$ cat src/rtl/counter_32bit_pkg.sv
// rtl/counter_32bit_pkg.sv - shared widths, types and constants for the 32-bit timebase counter
package counter_32bit_pkg;

  localparam int COUNT_W = 32;
  // Kogge-Stone prefix depth for a COUNT_W-bit carry
  localparam int PREFIX_LEVELS = $clog2(COUNT_W);

  typedef logic [COUNT_W-1:0] count_t;

  localparam count_t COUNT_MAX = '1;

endpackage

$ cat src/rtl/counter_32bit_incr.sv
// rtl/counter_32bit_incr.sv - combinational Kogge-Stone +1 incrementer
// The carry into bit i is the AND of a[i-1:0], built as a log-depth prefix AND.
module counter_32bit_incr
  import counter_32bit_pkg::*;
(
  input  count_t a,
  output count_t sum,
  output logic   cout
);

  // pre[k][i] = AND of a[i : i-2^k+1] (clipped at bit 0)
  logic [PREFIX_LEVELS:0][COUNT_W-1:0] pre;
  count_t carry;

  assign pre[0] = a;

  for (genvar k = 0; k < PREFIX_LEVELS; k++) begin : g_level
    for (genvar i = 0; i < COUNT_W; i++) begin : g_bit
      if (i >= (1 << k)) begin : g_merge
        assign pre[k+1][i] = pre[k][i] & pre[k][i-(1<<k)];
      end else begin : g_pass
        assign pre[k+1][i] = pre[k][i];
      end
    end
  end

  // The +1 is a carry-in of 1 at bit 0
  assign carry = {pre[PREFIX_LEVELS][COUNT_W-2:0], 1'b1};
  assign sum   = a ^ carry;
  assign cout  = pre[PREFIX_LEVELS][COUNT_W-1];

endmodule

$ cat src/rtl/counter_32bit.sv
// rtl/counter_32bit.sv - 32-bit up-counter with clear, load, enable and registered wrap flag
// Optional macro COUNTER_32BIT_SATURATE_EN: saturate at all-ones instead of wrapping.
module counter_32bit
  import counter_32bit_pkg::*;
#(
  parameter count_t RESET_VALUE = 32'h0000_0000
) (
  input  logic               i_clk,
  input  logic               i_rst,
  input  logic               i_enable,
  input  logic               i_clear,
  input  logic               i_load,
  input  logic [COUNT_W-1:0] i_load_value,
  output logic [COUNT_W-1:0] o_count,
  output logic               o_wrap
);

  count_t count_q;
  logic   wrap_q;
  count_t incr_sum;
  logic   incr_cout;

  counter_32bit_incr u_incr (
    .a    (count_q),
    .sum  (incr_sum),
    .cout (incr_cout)
  );

  always_ff @(posedge i_clk or posedge i_rst) begin
    if (i_rst) begin
      count_q <= RESET_VALUE;
      wrap_q  <= 1'b0;
    end else if (i_clear) begin
      count_q <= '0;
      wrap_q  <= 1'b0;
    end else if (i_load) begin
      count_q <= i_load_value;
      wrap_q  <= 1'b0;
    end else if (i_enable) begin
`ifdef COUNTER_32BIT_SATURATE_EN
      // A carry-out means the count is already at COUNT_MAX: stick there
      if (incr_cout) begin
        count_q <= COUNT_MAX;
        wrap_q  <= 1'b0;
      end else begin
        count_q <= incr_sum;
        wrap_q  <= (incr_sum == COUNT_MAX);
      end
`else
      count_q <= incr_sum;
      wrap_q  <= incr_cout;
`endif
    end else begin
      wrap_q <= 1'b0;
    end
  end

  assign o_count = count_q;
  assign o_wrap  = wrap_q;

endmodule

$ cat config.mk
export PLATFORM = sky130hd
export DESIGN_NAME = counter_32bit
export DESIGN_NICKNAME = d
export VERILOG_FILES = /design/src/rtl/counter_32bit_pkg.sv /design/src/rtl/counter_32bit_incr.sv /design/src/rtl/counter_32bit.sv
export SDC_FILE = /design/constraint.sdc
export NUM_CORES = 1
export LEC_CHECK = 0
export ABC_AREA = 0
export ABC_CLOCK_PERIOD_IN_PS = 2450
export BUFFER_PORTS_ARGS = -buffer_cell sky130_fd_sc_hd__buf_2
export CELL_PAD_IN_SITES_DETAIL_PLACEMENT = 0
export CELL_PAD_IN_SITES_GLOBAL_PLACEMENT = 1
export CORE_ASPECT_RATIO = 1.1
export CORE_MARGIN = 1.5
export CORE_UTILIZATION = 30
export CTS_CLUSTER_DIAMETER = 100
export DETAILED_ROUTE_END_ITERATION = 16
export PLACE_DENSITY_LB_ADDON = 0.1
export SLEW_MARGIN = 20
export SYNTH_ARGS = -nofsm -noshare
export SYNTH_HDL_FRONTEND = slang
export SYNTH_SLANG_ARGS = --single-unit
$ cat constraint.sdc
create_clock -name i_clk -period 2.45 [get_ports i_clk]
set_clock_uncertainty 0.1 [all_clocks]
set_input_delay 0.6125 -clock i_clk [delete_from_list [all_inputs] [get_ports i_clk]]
set_output_delay 0.6125 -clock i_clk [all_outputs]
set_load 0.05 [all_outputs]
## Word level (Yosys, flattened, before mapping)

Cells that the tools add are included.

| storage, ports and cells | value |
|---|---|
| register bits after elaboration | 33 |
| latch bits | 0 |
| bits in writable memories | 0 |
| memory bits (read-only) | 0 |
| input bits | 37 |
| logic and storage cells | 139 |
| memories kept | 0 |

| operators by class | value |
|---|---|
| $add $sub $neg | 0 |
| multipliers | 0 |
| divide/modulo/power cells | 0 |
| $lt $le $gt $ge | 0 |
| equal/unequal tests | 0 |
| shifts and indexed selects | 0 |
| muxes and demuxes | 6 |
| bitwise gates (word level) | 130 |
| reductions and logical operators | 1 |

Operators by type and width:

| kind | count |
|---|---|
| 1-bit AND | 129 |
| 32-bit 2-to-1 mux | 3 |
| 32-bit bitwise XOR | 1 |
| 1-bit 2-to-1 mux | 3 |
| 3-bit nonzero test | 1 |

## Logic depth before layout (Yosys ltp)

| logic depth | value |
|---|---|
| depth after elaboration | 9 |
| gate-level depth with buffers | 6 |

## Cells and area by module

From an unflattened synthesis, not the netlist that was laid out.

| unflattened totals | value |
|---|---|
| cell total of the unflattened synthesis | 235 |
| area, all modules | 2,507.4 um^2 |

Modules (own cells, without submodules):

| module | instances | cells an instance | area an instance (um^2) | sequential area each (um^2) |
|---|---|---|---|---|
| counter_32bit | 1 | 147 | 1,870.5 | 825.8 |
| counter_32bit_incr | 1 | 88 | 636.9 | 0.0 |

## Worst setup path before layout

OpenSTA, ideal clock, no wires.

| path | value |
|---|---|
| kind | flip-flop to flip-flop |
| start point | register count_q[0], in the netlist o_count[0] |
| end point | register count_q[14], in the netlist o_count[14] |
| data arrival time | 1.935 ns |
| path slack | 0.321 ns |
| cell stages (with the launch flop) | 7 |
| period minus slack after synthesis | 2.129 ns |
| path through | dfrtp_1 -> ha_1 -> nand2_1 -> nor4_4 -> nand4_1 -> xor2_1 -> a211oi_1 |

| on the way | value |
|---|---|
| cells in the longest elaborated chain, start to end | 7 |

RTL lines:

| item | RTL line | source |
|---|---|---|
| from (decl) | counter_32bit.sv:18 | `count_t count_q;` |
| from (signal assigned) | counter_32bit.sv:37 | `count_q <= i_load_value;` |
| from (signal assigned) | counter_32bit.sv:50 | `count_q <= incr_sum;` |
| 1-bit AND (3 in a row) | counter_32bit_incr.sv:20 | `assign pre[k+1][i] = pre[k][i] & pre[k][i-(1<<k)];` |
| 32-bit bitwise XOR | counter_32bit_incr.sv:29 | `assign sum = a ^ carry;` |
| 32-bit 2-to-1 mux | counter_32bit.sv:39 | `end else if (i_enable) begin` |
| 32-bit 2-to-1 mux | counter_32bit.sv:36 | `end else if (i_load) begin` |
| 32-bit 2-to-1 mux | counter_32bit.sv:33 | `end else if (i_clear) begin` |

No other way between the ends. The select of a mux whose other input is x is not followed.
A chain may end at the register's enable or synchronous reset.

## Worst setup path in the final report

| path | value |
|---|---|
| start point | register count_q[1], in the netlist o_count[1] |
| end point | register count_q[28], in the netlist o_count[28] |

| on the way | value |
|---|---|
| cells in the longest elaborated chain, start to end | 8 |

RTL lines:

| item | RTL line |
|---|---|
| 1-bit AND (4 in a row) | counter_32bit_incr.sv:20 |
| 32-bit bitwise XOR | counter_32bit_incr.sv:29 |
| 32-bit 2-to-1 mux | counter_32bit.sv:39 |
| 32-bit 2-to-1 mux | counter_32bit.sv:36 |
| 32-bit 2-to-1 mux | counter_32bit.sv:33 |

No other way between the ends. The select of a mux whose other input is x is not followed.

==> impl_metrics.tcl <==
set metrics [dict create \
    p_leak_nw 1.19 \
    ys_warn_count 0 \
    cts_hold_buf 0 \
    port_buffers 69 \
    crit_fanout 7 \
    ys.flop_type "dfrtp_1" \
    netlist_area_um2 2000 \
    rows 31 \
    grt_usage_pct 17.3 \
    synth_cell_types 29 \
    clock_latency_ns 0.29 \
    fill_cells 700 \
    ys_top_cells_by_area "dfrtp_1 41%, xor2_1 11%, a211oi_1 6.8%, nor2_1 6.8%, nand4_1 4.7%" \
    multiInputGateArea_um2 1100 \
    r2r-end "o_count[28]$_DFFE_PP0P_" \
    initial_core_util_pct 30.6 \
    grt_max_degree 34 \
    rsz0062_at_grt "false" \
    clock_path_buffers 2 \
    finalMaxSlewViolations 0 \
    synth.net_count 264 \
    drive_above_1_share_pct 31.0 \
    pre_cts_slack_ns 0.286 \
    routed_wl_um 5760 \
    crit_start "o_count[1]$_DFFE_PP0P_" \
    syn_area_per_cell_um2 8.84 \
    drtAntennaViolNets 0 \
    num_io_pins 70 \
    cp-endpoint "o_count[28]$_DFFE_PP0P_" \
    cts_buffers 5 \
    fp.coreArea_um2 6520 \
    holdCritPathClass "input port to async pin" \
    synth_edf_count 0 \
    crit_type "register to register" \
    chipHeight_um 88.6 \
    die_w_um 80.8 \
    route.detailed.drc 0 \
    tightest_slew_ns 0.449 \
    status "completed" \
    synthArstFlopShare_pct 100 \
    critPathRequiredTime_ns 2.55 \
    seq_area_um2 826 \
    place.gp.congestion 0.763 \
    fin_crit_sh_pct 79.9 \
    netlist_top_cells_count "36 x nor2_1, 33 x dfrtp_1, 26 x xor2_1" \
    slew_headroom_pct 69.8 \
    clk_pin_slew_ns 0.07 \
    grt_first_pass_wirelength_um 9420 \
    post_cts_resized 0 \
    grt_pass1_vias 1904 \
    antenna_found_initial 0 \
    first_pass_iters 4 \
    ir_drop_v 0.000290 \
    period_needed_ns 1.96 \
    clkSinkCount 33 \
    wl_per_cell_um 15.0 \
    synth.most_common_cell "nor2_1" \
    drv_cap 0 \
    worstSetupEndpointType "register" \
    critPathLaunchType "register" \
    ys_ff_latch 33 \
    cts_setup_buffers 0 \
    ff2ff_setup_slack_ns 0.49 \
    via_per_inst 4.98 \
    setup_viol 0 \
    timing.rr.start "o_count[1]$_DFFE_PP0P_" \
    finalSetupTns_ns 0 \
    diodes 0 \
    grt-ovfl-total 0 \
    critPathArrivalTime_ns 2.06 \
    hold_ws_ns 0.303 \
    die_area_um2 7160 \
    power_density_nw_per_um2 570 \
    finalHoldViolations 0 \
    dp_hpwl_um 4210 \
    htreeDepth 2 \
    clockRootBuffer "clkbuf_8" \
    netlist_instances 226 \
    nNetsFinal 340 \
    yosys.area.top_type "dfrtp_1" \
    seq_area_frac_synth_pct 41.4 \
    fin_ws_ns 0.492 \
    vias 1916 \
    synth_top_area_share_pct 41.4 \
    r2r_cells 7 \
    cts_tree "yes" \
    fmax_ghz 0.511 \
    area_growth_syn_to_layout_pct 30.5 \
    dr.first_iter.drc_count 52 \
]
metal layers:
layer | track usage, % | vias up | routed length [µm]
met1 | 22.1 | 905 | 2630
met5 | 0 | - | 0
met3 | 3.20 | 5 | 226
met4 | 5.17 | 0 | 68
met2 | 29.7 | 46 | 2830
li1 | - | 960 | -
registers in the layout (all words and copies together), names as in the netlist:
name / cells
o_count: 32
o_wrap: 1
placed cells by master, fill, tap and decap left out, types with 2 or more instances in the layout:
| cell type | instances |
|---|---|
| and4_1 | 2 |
| nor3b_1 | 3 |
| mux2i_1 | 3 |
| nand4_1 | 15 |
| buf_4 | 12 |
| xnor2_1 | 4 |
| inv_1 | 5 |
| clkbuf_8 | 6 |
| xor2_1 | 26 |
| buf_2 | 69 |
| nand3_1 | 15 |
| nor4_1 | 5 |
| nor4_4 | 2 |
| dfrtp_1 | 33 |
| nor3_1 | 4 |
| nor2_1 | 36 |
| nand2_1 | 19 |
| a211oi_1 | 18 |
| o22ai_1 | 4 |
| a21oi_1 | 11 |
worst min path at each step:
stage	endpoint	slack, ns	cells past startpoint
2_1_floorplan	o_count[0]$_DFFE_PP0P_	0.64	1
3_3_place_gp	o_wrap$_DFF_PP0_	0.46	2
3_5_place_dp	o_wrap$_DFF_PP0_	0.46	2
4_1_cts	o_count[28]$_DFFE_PP0P_	0.32	3
5_1_grt	o_count[28]$_DFFE_PP0P_	0.38	3
6_report	o_count[28]$_DFFE_PP0P_	0.30	3
kinds of logic after synthesis:
kind of cell    Yosys count  share of synthesized area, %
simple gates            106                          28.4
compound gates           35                          11.5
mux                       3                          1.50
fa+ha+maj                 1                         0.626
buf+inv                  18                          3.45
flops                    33                          41.4
xor+xnor                 30                          13.2
per-stage QoR:
step                      std cells  util (%)  instance area (µm²)  total power [mW]
after global routing            385      40.0                 2610              1.56
after global placement          377      38.2                 2490             0.955
final                           385      40.0                 2610              1.49
after CTS                       385      40.0                 2610              1.50
after floorplan                 226         -                 2000             0.845
after detailed placement        377      38.2                 2490             0.954
worst max-delay path, stage by stage, from the launching register on:
cell,delay (ns)
dfrtp_1,0.47
ha_1,0.29
nand2_1,0.15
nor4_4,0.15
buf_4,0.20
nand4_1,0.12
xor2_1,0.16
a211oi_1,0.23
report_power, final:
part | internal, mW | switching [mW] | total, mW
logic | 0.0946 | 0.218 | 0.313
registers | 0.577 | 0.0493 | 0.627
clock network | 0.332 | 0.215 | 0.547
total | 1.00 | 0.482 | 1.49
area by class of cell:
cell class / instances / share of cell area, %
multi-input combinational: 175 / 42.3
clock buffer: 7 / 3.31
timing repair buffer: 81 / 16.7
tap: 82 / 3.94
sequential: 33 / 31.7
clock inverter: 1 / 1.15
inverter: 6 / 0.865
Power figures use the tool's default switching activity.
